### src/rtl/bram_port_arbiter.sv
// -----------------------------------------------------------------------------
// bram_port_arbiter
//
// Shares one single-port BRAM between two requesters: the host loader
// (port 0) and the placer engine (port 1). One access is accepted per cycle
// and registered onto the BRAM port. Reads return data with a one-cycle
// per-port valid pulse two cycles after acceptance. Round-robin decides
// contention, and a per-port lock keeps ownership across back-to-back
// accesses.
//
// Ports
//   clk, rst               rising-edge clock, asynchronous active-high reset
//   pN_req                 access request from port N (0 = host, 1 = placer)
//   pN_lock                keep ownership after the current access
//   pN_addr/wdata/we       word address, write data, byte enables (0 = read)
//   pN_gnt                 combinational accept
//   pN_rvalid              read data valid for port N (one-cycle pulse)
//   rdata                  shared read data, straight from data_in
//   address/data_out/we    registered BRAM address, write data, byte enables
//   ram_en                 registered BRAM enable
//   data_in                BRAM read data, valid one cycle after ram_en
//   ram_rst                BRAM output-register reset
//   dbg_state_o            {last_served, owner} for observation
//
// Handshake: an access transfers on a rising edge when pN_req && pN_gnt are
// both high. pN_gnt may be high without pN_req (an owner holding its lock);
// that is not a transfer. A requester keeps req/addr/wdata/we stable until
// it samples gnt = 1 and may change them in the following cycle.
// -----------------------------------------------------------------------------
module bram_port_arbiter #(
    parameter int ADDR_W = 13,
    parameter int DATA_W = 32
) (
    input  logic                clk,
    input  logic                rst,

    input  logic                p0_req,
    input  logic                p0_lock,
    input  logic [ADDR_W-1:0]   p0_addr,
    input  logic [DATA_W-1:0]   p0_wdata,
    input  logic [DATA_W/8-1:0] p0_we,
    output logic                p0_gnt,
    output logic                p0_rvalid,

    input  logic                p1_req,
    input  logic                p1_lock,
    input  logic [ADDR_W-1:0]   p1_addr,
    input  logic [DATA_W-1:0]   p1_wdata,
    input  logic [DATA_W/8-1:0] p1_we,
    output logic                p1_gnt,
    output logic                p1_rvalid,

    output logic [DATA_W-1:0]   rdata,
    output logic [ADDR_W-1:0]   address,
    output logic [DATA_W-1:0]   data_out,
    input  logic [DATA_W-1:0]   data_in,
    output logic [DATA_W/8-1:0] we,
    output logic                ram_en,
    output logic                ram_rst,

    output logic [2:0]          dbg_state_o
);

    localparam int BE_W = DATA_W / 8;

    typedef enum logic [1:0] {
        OWNER_NONE = 2'b00,
        OWNER_P0   = 2'b01,
        OWNER_P1   = 2'b10
    } owner_t;

    owner_t              owner_q;
    logic                last_q;       // port served by the most recent transfer

    logic [ADDR_W-1:0]   address_q;
    logic [DATA_W-1:0]   data_out_q;
    logic [BE_W-1:0]     we_q;
    logic                ram_en_q;
    logic                ram_rst_q;

    // Read tag pipeline: stage 1 follows the BRAM access cycle, the rvalid
    // registers line up with data_in.
    logic                rd_v_q;
    logic                rd_id_q;
    logic                p0_rvalid_q;
    logic                p1_rvalid_q;

    logic                gnt0;
    logic                gnt1;
    logic                xfer0;
    logic                xfer1;
    logic                xfer;
    logic                sel_lock;
    logic [ADDR_W-1:0]   sel_addr;
    logic [DATA_W-1:0]   sel_wdata;
    logic [BE_W-1:0]     sel_we;
    logic                release_owner;

    // An owner is granted unconditionally, even while it is not requesting;
    // the bubble this creates for the other port is deliberate.
    always_comb begin
        gnt0 = 1'b0;
        gnt1 = 1'b0;
        case (owner_q)
            OWNER_P0: gnt0 = 1'b1;
            OWNER_P1: gnt1 = 1'b1;
            default: begin
                if (p0_req && p1_req) begin
                    gnt0 = last_q;
                    gnt1 = !last_q;
                end else begin
                    gnt0 = p0_req;
                    gnt1 = p1_req;
                end
            end
        endcase
    end

    assign xfer0 = p0_req & gnt0;
    assign xfer1 = p1_req & gnt1;
    assign xfer  = xfer0 | xfer1;

    assign sel_addr  = xfer1 ? p1_addr  : p0_addr;
    assign sel_wdata = xfer1 ? p1_wdata : p0_wdata;
    assign sel_we    = xfer1 ? p1_we    : p0_we;
    assign sel_lock  = xfer1 ? p1_lock  : p0_lock;

    // An idle owner that drops its lock gives ownership back at this edge;
    // the other port can only be granted in the following cycle.
    assign release_owner = ((owner_q == OWNER_P0) && !p0_lock) ||
                           ((owner_q == OWNER_P1) && !p1_lock);

    always_ff @(posedge clk or posedge rst) begin
        if (rst) begin
            owner_q     <= OWNER_NONE;
            last_q      <= 1'b1;
            address_q   <= '0;
            data_out_q  <= '0;
            we_q        <= '0;
            ram_en_q    <= 1'b0;
            ram_rst_q   <= 1'b1;
            rd_v_q      <= 1'b0;
            rd_id_q     <= 1'b0;
            p0_rvalid_q <= 1'b0;
            p1_rvalid_q <= 1'b0;
        end else begin
            // Held high through the first edge after release so the BRAM
            // output register sees one clocked reset.
            ram_rst_q   <= 1'b0;

            rd_v_q      <= xfer && (sel_we == '0);
            rd_id_q     <= xfer1;
            p0_rvalid_q <= rd_v_q && !rd_id_q;
            p1_rvalid_q <= rd_v_q && rd_id_q;

            if (xfer) begin
                address_q  <= sel_addr;
                data_out_q <= sel_wdata;
                we_q       <= sel_we;
                ram_en_q   <= 1'b1;
                last_q     <= xfer1;
                if (sel_lock) begin
                    owner_q <= xfer1 ? OWNER_P1 : OWNER_P0;
                end else begin
                    owner_q <= OWNER_NONE;
                end
            end else begin
                we_q     <= '0;
                ram_en_q <= 1'b0;
                if (release_owner) begin
                    owner_q <= OWNER_NONE;
                end
            end
        end
    end

    assign p0_gnt      = gnt0;
    assign p1_gnt      = gnt1;
    assign p0_rvalid   = p0_rvalid_q;
    assign p1_rvalid   = p1_rvalid_q;
    assign rdata       = data_in;
    assign address     = address_q;
    assign data_out    = data_out_q;
    assign we          = we_q;
    assign ram_en      = ram_en_q;
    assign ram_rst     = ram_rst_q;
    assign dbg_state_o = {last_q, owner_q};

endmodule

### config.mk
export PLATFORM = sky130hd
export DESIGN_NAME = bram_port_arbiter
export DESIGN_NICKNAME = d
export VERILOG_FILES = /design/src/rtl/bram_port_arbiter.sv
export SDC_FILE = /design/constraint.sdc
export NUM_CORES = 1
export LEC_CHECK = 0
export BUFFER_PORTS_ARGS = -buffer_cell sky130_fd_sc_hd__buf_2
export CORE_MARGIN = 2
export CORE_UTILIZATION = 42
export DETAILED_ROUTE_END_ITERATION = 10
export PLACE_DENSITY = 0.79
export RECOVER_POWER = 100
export SETUP_SLACK_MARGIN = 0.4
export SLEW_MARGIN = 10
export SYNTH_ARGS = -nofsm -noshare
export SYNTH_HDL_FRONTEND = slang
export SYNTH_SLANG_ARGS = --single-unit
### constraint.sdc
create_clock -name clk -period 1.9 [get_ports clk]
set_input_delay 0.19 -clock clk [delete_from_list [all_inputs] [get_ports clk]]
set_output_delay 0.19 -clock clk [all_outputs]
set_load 0.01 [all_outputs]
Yosys cells after proc, flatten, opt, wreduce, memory -nomap -nowiden
Cells that the tools add are included.

Bits of input ports: 136. Flip-flop bits (word level): 58. Word-level logic and storage cells: 43.

Equality and inequality tests: 2. Reduce and logical (&&, ||, !) cells: 13. Bitwise operators: 3. Multiplexer cells: 14.

Operators by type and width (number): $mux 32 (1); $mux 13 (1); $mux 2 (4); $mux 4 (2); $logic_and 1x1->1 (6); $logic_not 1->1 (4); $logic_not 4->1 (1); $mux 1 (4); $pmux 1 s2 (2); $and 1x1->1 (2); $eq 2x1->1 const B (1); $eq 2x2->1 const B (1); $reduce_bool 2->1 (1); $logic_or 1x1->1 (1); $or 1x1->1 (1).

Longest topological paths before layout
Word-level depth: 7. Gate-level depth with buffers: 9. Mapped depth without buffers: 6.

Least setup slack after synthesis
No wires, ideal clock.

Path type: reg-to-reg. From: register owner_q[0]. To: register address_q[10], in the netlist address[10]. Setup time: 129 ps. Buffers on the path: 4. Arrival: 1663 ps. Clock period less this slack: 1792 ps. Setup slack: 108 ps. Cell stages (with the launch flop): 10. Required time: 1771 ps. Cell sequence: dfrtp_1 inv_1 ha_1 buf_6 o21a_1 buf_6 buf_6 buf_6 nor3_1 a31oi_1.

Cells in the longest elaborated chain, start to end: 4. Elaborated cells between the ends (all ways): 8. Classes of those cells: 2 x eq/ne; 3 x mux; 3 x bitwise.

RTL lines: from (decl) (line 72) `owner_t owner_q;`; from (signal assigned) (line 163) `owner_q <= xfer1 ? OWNER_P1 : OWNER_P0;`; $eq 2x2->1 or $eq 2x1->1 (tied branches) (line 104) `case (owner_q)`; $pmux 1 s2 (line 104); $and 1x1->1 (on tied branches) (line 120, 119); $mux 13 or $or 1x1->1 (tied branches) (line 123, 121); to (signal assigned) (line 157) `address_q <= sel_addr;`; to (decl) (line 75) `logic [ADDR_W-1:0] address_q;`.

Several ways; a longest one is shown, not always the timed one. A chain may end at the register's enable or synchronous reset.

Worst setup path in the final report
From: register owner_q[1]. To: register owner_q[1].

Cells in the longest elaborated chain, start to end: 6. Elaborated cells between the ends (all ways): 15. Classes of those cells: 2 x eq/ne; 6 x mux; 3 x bitwise; 4 x reduce/logical.

RTL lines: $eq 2x2->1 or $eq 2x1->1 (tied branches) (line 104); $pmux 1 s2 * (line 104); $and 1x1->1 * (line 120) `assign xfer1 = p1_req & gnt1;`; named net xfer1 (line 91) `logic xfer1;`; $mux 2 or $mux 1 (tied branches) (line 163, 126); $mux 2 (line 162) `if (sel_lock) begin`; $mux 2 (line 156) `if (xfer) begin`.

The timed path passes the listed nets; every way through them passes the cells marked *.

==> flow_summary.yaml <==
detailed_routing:
  avgRoutedWirePerCell_um: 18.1
  post-route-drc-count: 0
  first_pass_iters: 5
  vias: 3327
  wirelength_mm: 10.6
  ant_nets: 0
  dr.first_iter.drc_count: 255
  viasPerCell: 5.68
sta:
  final.setup.tns_ns: 0
  setup_viol: 0
  tightest_slew_ns: 1.21
  clock_skew_ns: 0.00669
  hold_ws_ns: 0.118
  period_needed_ns: 1.70
  maxSlewHeadroom_pct: 18.6
  finalCritPeriodShare_pct: 89.7
  rsz0062_at_grt: "yes"
  fmax_mhz: 587
  hold_viol: 0
  drv_slew: 0
worst_setup_path:
  crit_type: "reg2reg"
  cp_max_fo: 8
  cp-start-kind: "flip-flop"
  cp-end-kind: "flip-flop"
  required_ns: 2.11
  critical_path_arrival_ns: 1.92
clocking:
  clk_pin_slew_ns: 0.06
  clkLatencyLatePin_ns: 0.32
  cts_root_buf: "clkbuf_8"
  htreeDepth: 3
  cts_buffer_depth: 2
  cts_tree: "yes"
  cts_buffers: 9
  cts.sinks: 58
layout:
  antenna_cells: 0
  drive_gt1_share_pct: 32.2
  syn2layout_area_growth_pct: 29.6
  fin_cells: 586
  multi_input_area_um2: 1300
  fill_cells: 704
  layout.nets: 620
  register_area_um2: 1450
outcome:
  outcome: "finished clean"
floorplan:
  io_pins: 226
  die_h_um: 91.5
  core-area_um2: 7330
  start_util_pct: 43.9
  die_x_um: 91.5
  die-area_um2: 8380
  rows: 31
synth:
  yosysUniqueCellTypes: 35
  postSynth.asyncResetShare_pct: 100
  synthFlopType: "dfrtp_1"
  netlist_instances: 356
  synthesis.area_um2: 3220
  yosysWarnings: 0
  avgSynthCellArea_um2: 9.04
  syn_nets: 494
  synth_edf_count: 0
  seq_area_frac_synth_pct: 45.2
  ys_ff_latch: 58
grt:
  grt_max_degree: 52
  grt.total_usage_pct: 22.6
  antenna_found_initial: 0
  grt.overflow.total: 0
  grt_pass1_vias: 3062
  grt_pass1_wl_mm: 15.0
power_and_ir_drop:
  peakVddDrop_v: 0.000801
  total_power_uw: 7980
  leakage_uw: 0.00177
  power.density_nw_per_um2: 1910
placed_design:
  dp_hpwl_mm: 6.90
  dp_cells: 558
  place.port_buffers: 161
  routabilityCongestion: 0.777
run:
  maxCapViolations: 0
min_path:
  min_path_type: "in2reg"
-- worst paths after layout --
| check | start | cells past startpoint | slack [ns] | end |
|---|---|---|---|---|
| hold / removal | p1_lock | 2 | 0.12 | owner_q[1]$_DFFE_PP0P_ |
| setup reg to reg | owner_q[1]$_DFFE_PP0P_ | 6 | 0.20 | owner_q[1]$_DFFE_PP0P_ |
| hold reg to reg | rd_id_q$_DFF_PP0_ | 1 | 0.43 | p0_rvalid$_DFF_PP0_ |
| max in group asynchronous | rst | 4 | 0.49 | last_q$_DFFE_PP1P_ |
| setup / recovery | owner_q[1]$_DFFE_PP0P_ | 6 | 0.20 | owner_q[1]$_DFFE_PP0P_ |
| min in group asynchronous | rst | 3 | 0.64 | data_out[12]$_DFFE_PP0P_ |
-- logic make-up after synthesis --
group | count (synthesis) | share of synthesized area (%)
AOI/OAI and AO/OA | 110 | 20.1
buffers and inverters | 76 | 16.0
adders and majority gates | 2 | 0.778
and+or+nand+nor | 109 | 17.8
other | 1 | 0.117
DFF | 58 | 45.2
-- placed cells by master (no fill, tap or decap), types with 2 or more instances in the layout --
master / count
buf_2: 105
clkbuf_1: 58
dfrtp_1: 56
nand3_1: 50
o21ai_0: 47
nor3_1: 43
a31oi_1: 43
clkbuf_8: 12
buf_12: 7
a21oi_1: 6
buf_6: 6
nand2_1: 5
inv_1: 4
o21ai_1: 3
clkbuf_16: 3
o21a_2: 2
inv_2: 2
nor2b_1: 2
nor3_2: 2
a31oi_2: 2
clkinv_2: 2
inv_6: 2
-- cell usage after synthesis (2+ instances only) --
| library cell | n | area share (%) |
|---|---|---|
| dfrtp_1 | 56 | 44 |
| nand3_1 | 50 | 7.8 |
| o21ai_0 | 48 | 7.5 |
| nor3_1 | 45 | 7.0 |
| a31oi_1 | 43 | 8.4 |
| buf_4 | 35 | 8.2 |
| clkbuf_1 | 12 | 1.4 |
| buf_2 | 11 | 1.7 |
| buf_6 | 11 | 3.9 |
| a21oi_1 | 6 | 0.93 |
| inv_1 | 5 | 0.58 |
| nand2_1 | 4 | 0.47 |
| o21ai_1 | 3 | 0.47 |
| a31oi_2 | 2 | 0.78 |
| dfstp_2 | 2 | 1.6 |
| ha_1 | 2 | 0.78 |
| nor2b_1 | 2 | 0.39 |
| o21a_1 | 2 | 0.47 |
-- what timing repair did --
| item | in CTS | in global routing |
|---|---|---|
| pin swaps | 0 | 4 |
| setup buffers | 2 | 2 |
| gates cloned | 0 | 7 |
| gates resized for setup | 5 | 21 |
| endpoints found under the hold margin | 24 | 0 |
| hold buffers | 1 | 0 |
| setup endpoints to repair | 55 | 55 |
-- critical path, cell delays in order (launching register included) --
cell     delay (ns)
dfrtp_1        0.44
ha_4           0.29
o21a_4         0.29
buf_6          0.13
nand2_1        0.10
inv_1          0.10
a22o_1         0.24
-- area by class of cell --
cell class	count	share of cell area (%)
repair inverters	3	0.690
clock buffers	14	4.14
multi-input cells	223	31.2
flip-flops and latches	58	34.9
clock inverters	2	0.240
repair buffers	180	25.2
inverters	7	0.660
well taps	99	2.97
-- registers in the layout (all words and copies together) (netlist names) --
register,cells
rd_v_q,1
owner_q,2
ram_rst,1
p1_rvalid,1
ram_en,1
last_q,1
we,4
rd_id_q,1
data_out,32
address,13
p0_rvalid,1
-- routing by layer --
metal / vias up / global-route usage [%] / part of all wire, %
met5: - / 0 / 0
met4: 0 / 9.60 / 2.3
met3: 21 / 5.56 / 8.7
met2: 169 / 38.2 / 51
met1: 1608 / 27.2 / 38
li1: 1529 / - / -
-- metrics by stage --
| step | instance area [um2] | utilization (%) | setup WS (ns) |
|---|---|---|---|
| after global placement | 3830 | 52.2 | 0.281 |
| final | 4170 | 56.9 | 0.195 |
| after detailed placement | 3830 | 52.2 | 0.194 |
| after floorplan | 3250 | - | 0.190 |
| after global routing | 4170 | 56.9 | 0.101 |
| after CTS | 4050 | 55.3 | 0.220 |
-- power breakdown --
part	switching (uW)	total (uW)	internal, uW
Sequential	379	2260	1880
Clock	472	1050	578
Combinational	2820	4670	1850
Total	3670	7980	4310
Power figures use the tool's default switching activity.
